### src/rtl/pc_fetch_unit.sv
// Program counter and instruction-fetch stage feeding the multicycle control FSM.
// Latency: a 0-wait fetch loads the IR at the requesting edge; each wait cycle adds one edge.
// Backpressure: stall is raised while a fetch is outstanding; pcEn is ignored until the fetch completes.
//
// Ports:
//   clk, reset   core clock; synchronous active-high reset
//   pcRegEn      fetch request from the control FSM
//   pcEn         PC update code: 00 hold, 01 pc+1, 10 jump, 11 branch
//   jump_target  register value used as the jump target
//   mem_rdata    instruction word returned by memory
//   mem_valid    mem_rdata is valid this cycle
//   mem_addr     fetch address (always pc)
//   mem_req      fetch request to memory
//   pc           current program counter
//   link_addr    pc+1, used as the JAL link value
//   instruction  instruction register
//   ir_valid     IR holds a fetched word since reset
//   stall        fetch outstanding; control FSM holds in FETCH
module pc_fetch_unit #(
  parameter int                 ADDR_W   = 16,
  parameter logic [ADDR_W-1:0]  RESET_PC = '0,
  parameter int                 DISP_W   = 8
) (
  input  logic              clk,
  input  logic              reset,
  input  logic              pcRegEn,
  input  logic [1:0]        pcEn,
  input  logic [ADDR_W-1:0] jump_target,
  input  logic [15:0]       mem_rdata,
  input  logic              mem_valid,
  output logic [ADDR_W-1:0] mem_addr,
  output logic              mem_req,
  output logic [ADDR_W-1:0] pc,
  output logic [ADDR_W-1:0] link_addr,
  output logic [15:0]       instruction,
  output logic              ir_valid,
  output logic              stall
);

  typedef enum logic {
    IDLE = 1'b0,
    WAIT = 1'b1
  } state_t;

  state_t state;

  logic [ADDR_W-1:0] pc_plus1;
  logic [ADDR_W-1:0] disp_sext;
  logic [ADDR_W-1:0] pc_branch;
  logic              fetch_done;
  logic              pc_upd;

  // Wrap-around arithmetic falls out of the ADDR_W-wide sums.
  assign pc_plus1   = pc + ADDR_W'(1);
  assign disp_sext  = {{(ADDR_W-DISP_W){instruction[DISP_W-1]}}, instruction[DISP_W-1:0]};
  assign pc_branch  = pc + disp_sext;

  assign mem_req    = ((state == IDLE) && pcRegEn) || (state == WAIT);
  assign stall      = mem_req && !mem_valid;
  assign mem_addr   = pc;
  assign link_addr  = pc_plus1;

  // A fetch completes when memory answers a live request, either in the
  // requesting cycle (0-wait) or later from WAIT.
  assign fetch_done = mem_req && mem_valid;
  // PC only moves from IDLE with no fetch outstanding; the branch uses the
  // IR value from before this edge, so a same-edge fetch does not affect it.
  assign pc_upd     = (state == IDLE) && !stall;

  always_ff @(posedge clk) begin
    if (reset) begin
      state       <= IDLE;
      pc          <= RESET_PC;
      instruction <= '0;
      ir_valid    <= 1'b0;
    end else begin
      case (state)
        IDLE: if (pcRegEn && !mem_valid) state <= WAIT;
        WAIT: if (mem_valid)             state <= IDLE;
        default:                         state <= IDLE;
      endcase

      if (fetch_done) begin
        instruction <= mem_rdata;
        ir_valid    <= 1'b1;
      end

      if (pc_upd) begin
        case (pcEn)
          2'b01:   pc <= pc_plus1;
          2'b10:   pc <= jump_target;
          2'b11:   pc <= pc_branch;
          default: pc <= pc;
        endcase
      end
    end
  end

endmodule

### config.mk
export PLATFORM = sky130hd
export DESIGN_NAME = pc_fetch_unit
export DESIGN_NICKNAME = d
export VERILOG_FILES = /design/src/rtl/pc_fetch_unit.sv
export SDC_FILE = /design/constraint.sdc
export NUM_CORES = 1
export LEC_CHECK = 0
export ABC_AREA = 1
export CORE_UTILIZATION = 40
export DETAILED_ROUTE_END_ITERATION = 12
export PLACE_DENSITY = 0.73
export SLEW_MARGIN = 10
export SYNTH_ARGS = -nofsm -noshare
export SYNTH_HDL_FRONTEND = slang
export SYNTH_SLANG_ARGS = --single-unit
export TNS_END_PERCENT = 100
### constraint.sdc
create_clock -name clk -period 3.9 [get_ports clk]
set_input_delay 0.39 -clock clk [delete_from_list [all_inputs] [get_ports clk]]
set_output_delay 0.39 -clock clk [all_outputs]
set_load 0.02 [all_outputs]
## Yosys cells after proc, flatten, opt, wreduce, memory -nomap -nowiden

Index checks and enable logic that the tools add are counted.

- Output and inout bits: 67
- Input port bits: 38
- Register bits: 34

- Bitwise gates (word level): 1
- Equal/unequal tests: 3
- $add $sub $neg: 2
- Multiplexer cells: 4
- Reduce and logical (&&, ||, !) cells: 10

Operators by type and width:

| cell | number |
|---|---|
| case mux 16 bit (3 select lines) | 1 |
| adder 16 x 1 -> 16 bit (second input constant) | 1 |
| adder 16 bit | 1 |
| logical AND 1 bit | 5 |
| equality test 2 bit (second input constant) | 2 |
| nonzero test 3 bit | 1 |
| equality test 2 x 1 -> 1 bit (second input constant) | 1 |
| logical NOT 1 bit | 2 |
| two-way mux 1 bit | 2 |
| case mux 1 bit (2 select lines) | 1 |
| AND reduction 2 bit | 1 |
| logical OR 1 bit | 1 |
| inverter 1 bit | 1 |

## Longest topological paths before layout

Gate-level depths: netlist of the first run.

- Word-level depth: 7
- Depth in mapped cells: 11
- Gate-level depth less buffers: 11

## Least setup slack after synthesis of the first run

No wires, ideal clock.

- Path type: register to register
- Start: register pc[0], in the netlist mem_addr[0]
- End: register pc[8], in the netlist mem_addr[8]
- Period minus slack after synthesis: 1.986 ns
- Arrival time: 1.866 ns
- Path slack: 1.914 ns
- Stages on the path, launching flop included: 11
- Buffers on the path: 0
- Required time: 3.780 ns
- Setup time: 0.120 ns
- Cell sequence: dfxtp_1 -> ha_1 -> inv_1 -> fa_1 -> inv_1 -> nand3_1 -> nand3_1 -> a21oi_1 -> or2_2 -> nand3_1 -> a21oi_1

- Word-level cells in the longest chain between the ends: 2

Ends and longest elaborated chain:

| item | RTL line | RTL |
|---|---|---|
| start, declared | 33 | `output logic [ADDR_W-1:0] pc,` |
| start signal, assigned | 90 | `2'b01: pc <= pc_plus1;` |
| start signal, assigned | 91 | `2'b10: pc <= jump_target;` |
| start signal, assigned | 92 | `2'b11: pc <= pc_branch;` |
| adder 16 bit / adder 16 x 1 -> 16 bit (equally long branches) | 56, 54 |  |
| case mux 16 bit (3 select lines) (*) | 89 | `case (pcEn)` |

Every way passes the cells marked *; elsewhere a longest branch is shown, timed or not.
A chain may end at the register's enable or synchronous reset.

## Worst setup path after layout of the first run

- Start: register pc[0], in the netlist mem_addr[0]
- End: output port link_addr[14]

- Word-level cells in the longest chain between the ends: 1

Ends and longest elaborated chain:

| item | RTL line | RTL |
|---|---|---|
| adder 16 x 1 -> 16 bit | 54 | `assign pc_plus1 = pc + ADDR_W'(1);` |
| end, declared | 34 | `output logic [ADDR_W-1:0] link_addr,` |

No other way between the ends.

==> results of run 1 <==
==> Yosys cell counts, types with 2 or more instances <==
master	instances
a21oi_1	37
a21oi_2	2
a31oi_1	5
and2_1	6
buf_2	5
buf_4	17
clkbuf_1	5
dfxtp_1	34
ha_1	16
inv_1	70
nand2_1	122
nand2_2	3
nand3_1	32
nand4_1	4
nor2_1	56
nor2_2	4
nor2_4	2
o21ai_0	36
or2_2	4
xnor2_2	2
xor2_1	6
==> through the flow <==
step	cells	instance area [um2]
global route	659	4020
global placement	651	3880
detailed placement	651	3880
finish	659	4020
floorplan	478	2900
CTS	659	4020
==> critical path, stage by stage, from the launching register on <==
cell and delay (ns):
dfxtp_1 0.49, ha_1 0.24, nand2_2 0.08, inv_2 0.09, nand2_1 0.05, nor2_1 0.18
nand3_1 0.11, nand2_1 0.09, and2_1 0.14, clkdlybuf4s50_1 0.60
==> state kept, by name (all words and copies together) (netlist names) <==
signal       count
instruction     16
ir_valid         1
state            1
mem_addr        16
==> layer usage <==
layer  vias to the layer above  GRT usage  share of wire
met5                         -          0              0
met4                         0      0.108          0.027
met3                        17     0.0607          0.082
met2                       127      0.404           0.47
met1                      1433      0.265           0.42
li1                       1670          -              -
==> kinds of logic after synthesis <==
| family | after synthesis | synth area share |
|---|---|---|
| and+or+nand+nor | 237 | 0.351 |
| buffers and inverters | 98 | 0.151 |
| AOI/OAI and AO/OA | 84 | 0.157 |
| DFF | 34 | 0.235 |
| adders and majority gates | 17 | 0.0761 |
| xor gates and xnor gates | 8 | 0.0294 |
==> final timing paths <==
check | cells past startpoint | to | slack, ns | startpoint
max reg2reg | 10 | mem_addr[8] | 1.72 | mem_addr[0]
min | 2 | ir_valid | 0.49 | ir_valid
max | 9 | link_addr[14] | 1.16 | mem_addr[0]
min reg2reg | 2 | ir_valid | 0.49 | ir_valid
==> power by group <==
group          switching, uW  internal, uW
Clock                    147           256
Combinational            275           229
Sequential              53.9           378
Total                    475           864
==> cell type report <==
| type | count | area share |
|---|---|---|
| tap | 96 | 0.0299 |
| clock buffer | 5 | 0.0171 |
| clock inverter | 3 | 0.0171 |
| multi-input combinational | 346 | 0.442 |
| inverter | 71 | 0.0663 |
| timing repair buffer | 104 | 0.259 |
| sequential | 34 | 0.169 |
==> metrics.cfg, run 1 <==
[outcome]
status = complete, no violations

[floorplanning]
start_util = 0.419
die_area_mm2 = 0.00758
io_pins = 105
die_h_um = 87.1
die_w_um = 87.1
core_mm2 = 0.00691
rows = 30

[timing]
final-setup-viol-count = 0
finalCritPeriodShare = 0.703
holdWs_ns = 0.491
worst_pin_slew_ns = 0.834
finalWorstSetupSlack_ns = 1.16
fin_crit_ns = 2.74
fin_skew_ns = 0.00504
rsz0062_at_grt = false
maxSlewHeadroom = 0.443
slew_viol_final = 0
max_freq_ghz = 0.365
finalHoldViolations = 0
setup_tns_ns = 0

[layout]
antennaDiodeCount = 0
final_layout_size_suffix_gt1_frac = 0.0551
layout_commonest_cell = nand2_1
final_util = 0.582
regArea_um2 = 681
nFillCells = 700
multi_input_area_mm2 = 0.00178
syn_to_final_growth_pct = 38.9
final_cell_mix = nand2_1 (122), clkdlybuf4s50_1 (104), inv_1 (70)
final_nets = 617

[global_route]
antenna_found_initial = 0
first_global_vias = 3046
grt_usage = 0.232
grt_overflow_total = 0
grt_pass1_wl_mm = 13.7
grt_max_degree = 33

[yosys]
ys_ff_latch = 34
syn_avg_cell_area_um2 = 6.06
synth_area_leader_cell = dfxtp_1
synth_cells = 478
ys_seq_area_frac = 0.235
synth.distinct_cells = 31
syn_area_mm2 = 0.00290
synth_flop_cell = dfxtp_1
synth_area_leaders = dfxtp_1 (24%), nand2_1 (16%), inv_1 (9.1%), nor2_1 (7.3%), ha_1 (6.9%)
ys_warn_count = 0
synth_edf_count = 0
syn-num-nets = 533
async_flop_share = 0
synth_top_area_share = 0.235

[cts]
cts_hold_buf = 0
cts_resized = 0
cts-root-buf = clkbuf_8
clock_path_buffers = 2
clk_pin_slew_ns = 0.08
cts_tree = yes
clock_latency_ns = 0.30
cts_inserted_buffers = 5
post_cts.repair.setup_buffers = 0
cts_sinks = 34
htreeDepth = 2

[placement]
dpl.hpwl_mm = 6.74
port_buffers = 104
dp_slack_ns = 1.49
gp_congestion = 0.848

[setup_path]
cp.required_ns = 3.51
critPathMaxFanout = 8
crit_type = flip-flop to primary output
cp-start-kind = flip-flop
cp-end-kind = primary output
arrival_ns = 2.35

[drt]
ant_nets = 0
viasPerCell = 4.93
wl_mm = 8.57
drt_iter0_drc = 159
post-route-drc-count = 0
vias = 3247
wl_per_cell_um = 13.0
first_pass_iters = 4

[run]
cap_violations = 0

[pwr]
p_leak_uw = 0.00188
max-vdd-ir-drop_uv = 222
total_power_uw = 1340
power.density_mw_per_mm2 = 333

[min_path]
hold_path_class = flip-flop to flip-flop

Power figures use the tool's default switching activity.
==> inputs of run 2 (changes only) <==
clock period = 2.6 ns   (was 3.9 ns; I/O delays follow)
==> run 2 against run 1 <==
Effect of this change:
- hold slack got worse by 0.014 ns
- sequential share of layout area about the same
- register-to-register slack got worse by 1.1 ns
- count of clock-buffer cells in the layout rose by 2
- worst setup slack got worse by 1.0 ns
- final area rose by 0.37%
- clock power grew 3%
- total power grew 38%
- critical path depth is 4 lower
- die area unchanged
- global-route usage grew 1.3 points
- wire length rose by 2.5%
==> metrics.cfg, run 2 (same netlist as run 1, synthesis figures left out) <==
[setup_path]
arrival_ns = 2.20
critPathMaxFanout = 8
r2r_slack_ns = 0.59
crit_type = flip-flop to primary output
cp_cell_sequence = ha_1 -> nand2_2 -> nor2_2 -> xor2_1 -> clkdlybuf4s50_1
crit_buf_inv = 1
cp.required_ns = 2.34
crit_path_top_delay_cell = clkdlybuf4s50_1
cp-end-kind = primary output
cp_top_family = buffers and inverters
slowest_delay_ns = 0.67
cp-start-kind = flip-flop

[cts]
post_cts.repair.setup_buffers = 0
clock_latency_ns = 0.29
cts-root-buf = clkbuf_8
cts_tree = yes
cts_inserted_buffers = 5
clk_pin_slew_ns = 0.07
cts_sinks = 34
clock_path_buffers = 2
htreeDepth = 2

[pwr]
max-vdd-ir-drop_uv = 274
p_leak_uw = 0.00190
power.density_mw_per_mm2 = 456

[placement]
gp_congestion = 0.857
dpl.hpwl_mm = 6.97
port_buffers = 104
dp.cells = 659

[floorplanning]
io_pins = 105
die_area_mm2 = 0.00758
die_w_um = 87.1
rows = 30
core_mm2 = 0.00691
die_h_um = 87.1
start_util = 0.419

[drt]
wl_mm = 8.78
drt_iter0_drc = 153
vias = 3284
ant_nets = 0
first_pass_iters = 4
viasPerCell = 4.92
wl_per_cell_um = 13.2
post-route-drc-count = 0

[global_route]
grt_overflow_total = 0
grt_usage = 0.245
grt_max_degree = 33
first_global_vias = 3156
antenna_found_initial = 0
grt_pass1_wl_mm = 14.5

[layout]
fin_cells = 667
nFillCells = 689
layout_commonest_cell = nand2_1
final_layout_size_suffix_gt1_frac = 0.0683
antennaDiodeCount = 0
final_cell_mix = nand2_1 (122), clkdlybuf4s50_1 (104), inv_1 (70)
syn_to_final_growth_pct = 39.5
final_nets = 625

[timing]
slew_viol_final = 0
maxSlewHeadroom = 0.474
rsz0062_at_grt = false
fin_skew_ns = 0.00369
finalCritPeriodShare = 0.947
worst_pin_slew_ns = 0.788
finalHoldViolations = 0
final-setup-viol-count = 0
max_freq_ghz = 0.406
setup_tns_ns = 0
fin_crit_ns = 2.46

[run]
cap_violations = 0

[min_path]
hold_path_class = flip-flop to flip-flop

[outcome]
status = complete, no violations

==> run 2: cell count changes in the layout (fill, tap and decap cells not counted), sizes merged <==
cell,previous run,this run
clkbuf,5,7
buf,0,8
bufinv,2,0
==> run 2: path summary, 6_finish.rpt <==
| path | from | end | cells past startpoint |
|---|---|---|---|
| setup / recovery | mem_addr[0] | link_addr[4] | 5 |
| hold / removal | ir_valid | ir_valid | 2 |
| setup reg to reg | instruction[7] | mem_addr[14] | 10 |
| hold reg to reg | ir_valid | ir_valid | 2 |
==> run 2: what timing repair did <==
action / 4_1_cts / 5_1_grt
endpoints found under the hold margin: 0 / 0
hold buffers: 0 / 0
setup endpoints to repair: 0 / 6
gates resized for setup: 0 / 1
==> run 2: cell type report <==
class                      instances  area [um2]  area share
clock buffer                       7        86.3      0.0214
clock inverter                     1        5.00     0.00124
inverter                          71         267      0.0660
multi-input combinational        346        1780       0.440
sequential                        34         682       0.169
tap                               96         120      0.0297
timing repair buffer             112        1100       0.273
==> run 2: per-layer routing <==
metal  GRT usage  vias to the layer above  wire (um)
li1            -                     1685          -
met4      0.0833                        0        211
met1       0.283                     1469       3690
met3      0.0569                       17        617
met5           0                        -          0
met2       0.440                      113       4260
==> run 2: report_power, final <==
part           internal [uW]  switching [uW]  total [uW]
clock                    214             200         414
sequential               568            70.5         639
combinational            360             431         790
total                   1140             701        1840
==> run 2: tightest hold or removal path, stage by stage, from the launching register on <==
cell	delay, ns
dfxtp_1	0.33
nor2_1	0.05
nor2_1	0.07
==> run 2: through the flow <==
step / hold slack [ns] / cell area, um2 / setup slack, ns / util / total power (uW)
after floorplan: 0.332 / 2900 / 0.614 / - / 1110
after global placement: 0.451 / 3950 / 0.434 / 0.571 / 1420
after detailed placement: 0.468 / 3950 / 0.406 / 0.571 / 1440
after CTS: 0.485 / 4040 / 0.0697 / 0.584 / 1850
after global routing: 0.510 / 4040 / 0.0105 / 0.585 / 1950
final: 0.477 / 4040 / 0.137 / 0.585 / 1840
==> inputs of run 3 (changes only) <==
CELL_PAD_IN_SITES_DETAIL_PLACEMENT = 0   (was not set)
CELL_PAD_IN_SITES_GLOBAL_PLACEMENT = 1   (was not set)
CORE_MARGIN = 5   (was not set)
CORE_UTILIZATION = 30   (was 40)
PLACE_DENSITY = not set   (was 0.73)
PLACE_DENSITY_LB_ADDON = 0.1   (was not set)
==> run 3 against run 2 <==
Effect of this change:
- fmax barely moved
- total power rose by 4.6%
- count of clock-buffer cells in the layout fell by 2
- critical path depth rose by 1
- core utilization fell by 14 points
- sequential share of layout area fell by 0.28 points
- hold slack improved by 0.0022 ns
- critical endpoint is now link_addr[10]
==> metrics.cfg, run 3 (same netlist as run 1, synthesis figures left out) <==
[timing]
maxSlewHeadroom = 0.608
max_freq_ghz = 0.406
fin_crit_ns = 2.46
worst_pin_slew_ns = 0.588
rsz0062_at_grt = false
fin_skew_ns = 0.00951
setup_tns_ns = 0
finalCritPeriodShare = 0.948
final-setup-viol-count = 0
finalHoldViolations = 0
slew_viol_final = 0

[placement]
dp.cells = 693
port_buffers = 104
dpl.hpwl_mm = 7.93
gp_congestion = 0.814

[floorplanning]
start_util = 0.310
core_mm2 = 0.00933
die_w_um = 108
die_area_mm2 = 0.0117
die_h_um = 108
io_pins = 105
rows = 35

[pwr]
clkPwrFrac = 0.257
swShare = 0.370
p_comb_frac = 0.413
p_leak_uw = 0.00191
p_sw_uw = 713
max-vdd-ir-drop_uv = 278
p_int_uw = 1210
power.density_mw_per_mm2 = 468
seq_power_share = 0.331

[global_route]
grt_pass1_wl_mm = 15.6
first_global_vias = 3157
grt_overflow_total = 0
antenna_found_initial = 0
grt_max_degree = 33
grt_usage = 0.167

[drt]
viasPerCell = 4.54
ant_nets = 0
vias = 3185
post-route-drc-count = 0
drt_iter0_drc = 123
wl_per_cell_um = 13.9
wl_mm = 9.73
first_pass_iters = 4

[cts]
cts-root-buf = clkbuf_8
clock_latency_ns = 0.28
clk_pin_slew_ns = 0.08
cts_tree = yes
cts_sinks = 34
cts_inserted_buffers = 5
clock_path_buffers = 2
htreeDepth = 2

[min_path]
min_to = ir_valid
holdCritStartpoint = ir_valid
hold_path_class = flip-flop to flip-flop
min_delay_path_depth = 2

[setup_path]
arrival_ns = 2.20
crit_buf_inv = 1
cp-end-kind = primary output
cp_top_family = buffers and inverters
r2r_cells = 10
r2r_start = instruction[7]
r2r_slack_ns = 0.62
crit_type = flip-flop to primary output
cp.required_ns = 2.34
rr_endpoint = mem_addr[14]
cp_cell_sequence = ha_1 -> nand2_2 -> nor2_2 -> nand3_1 -> xor2_1 -> clkdlybuf4s50_1
crit_path_top_delay_cell = clkdlybuf4s50_1
critPathMaxFanout = 8
slowest_delay_ns = 0.64
cp-start-kind = flip-flop

[layout]
antennaDiodeCount = 0
syn_to_final_growth_pct = 42.0
final_cell_mix = nand2_1 (122), clkdlybuf4s50_1 (104), inv_1 (70)
final_layout_size_suffix_gt1_frac = 0.0752
layout_commonest_cell = nand2_1
final_nets = 626
fin_cells = 701

[outcome]
status = complete, no violations

[run]
cap_violations = 0

## run 3: worst register-to-register path, stage by stage, from the launching register on
cell	delay, ns
dfxtp_1	0.64
ha_1	0.38
nand2_1	0.13
inv_1	0.05
nand2_1	0.07
nand2_1	0.08
a21oi_1	0.17
nand2_1	0.07
nand2_1	0.06
nand3_1	0.11
a21oi_1	0.16
## run 3: metal layers
metal,part of all wire,global-route usage,vias to the layer above
met5,0,0,-
met4,0.0072,0.0271,0
met3,0.058,0.0406,4
met2,0.49,0.294,83
met1,0.45,0.211,1410
li1,-,-,1688
## run 3: power groups by stage
stage	Combinational [uW]	Sequential [uW]	Clock, uW
3_5_place_dp	803	650	0
5_1_grt	877	648	531
3_3_place_gp	802	649	0
2_1_floorplan	416	690	0
6_report	795	637	495
4_1_cts	808	639	511
## run 3: final cells by class
type | count | area [um2]
fill | 1028 | 5220
multi-input combinational | 346 | 1780
timing repair buffer | 113 | 1110
sequential | 34 | 683
inverter | 71 | 267
tap | 129 | 161
clock buffer | 5 | 68.8
clock inverter | 3 | 45.0
## run 3: how the worst max path moves through the flow
stage / slack, ns / endpoint / depth (start not counted) / from
3_5_place_dp: 0.32 / link_addr[14] / 9 / mem_addr[0]
5_1_grt: 0.01 / link_addr[10] / 6 / mem_addr[0]
2_1_floorplan: 0.61 / mem_addr[8] / 10 / mem_addr[0]
4_1_cts: 0.01 / link_addr[14] / 9 / mem_addr[1]
3_3_place_gp: 0.35 / link_addr[14] / 9 / mem_addr[0]
6_report: 0.14 / link_addr[10] / 6 / mem_addr[0]
## run 3: per-stage QoR
stage / power [uW] / hold slack, ns / setup slack (ns) / utilization / area, um2
floorplan: 1110 / 0.332 / 0.614 / - / 2900
global placement: 1450 / 0.459 / 0.352 / 0.428 / 3990
detailed placement: 1450 / 0.465 / 0.325 / 0.428 / 3990
CTS: 1960 / 0.489 / 0.0110 / 0.441 / 4110
global route: 2060 / 0.516 / 0.0145 / 0.441 / 4110
finish: 1930 / 0.479 / 0.135 / 0.441 / 4110
## run 3: repair_timing
item	4_1_cts	5_1_grt
buffers inserted	0	0
setup endpoints to repair	1	5
hold buffers	0	0
gates resized for setup	1	2
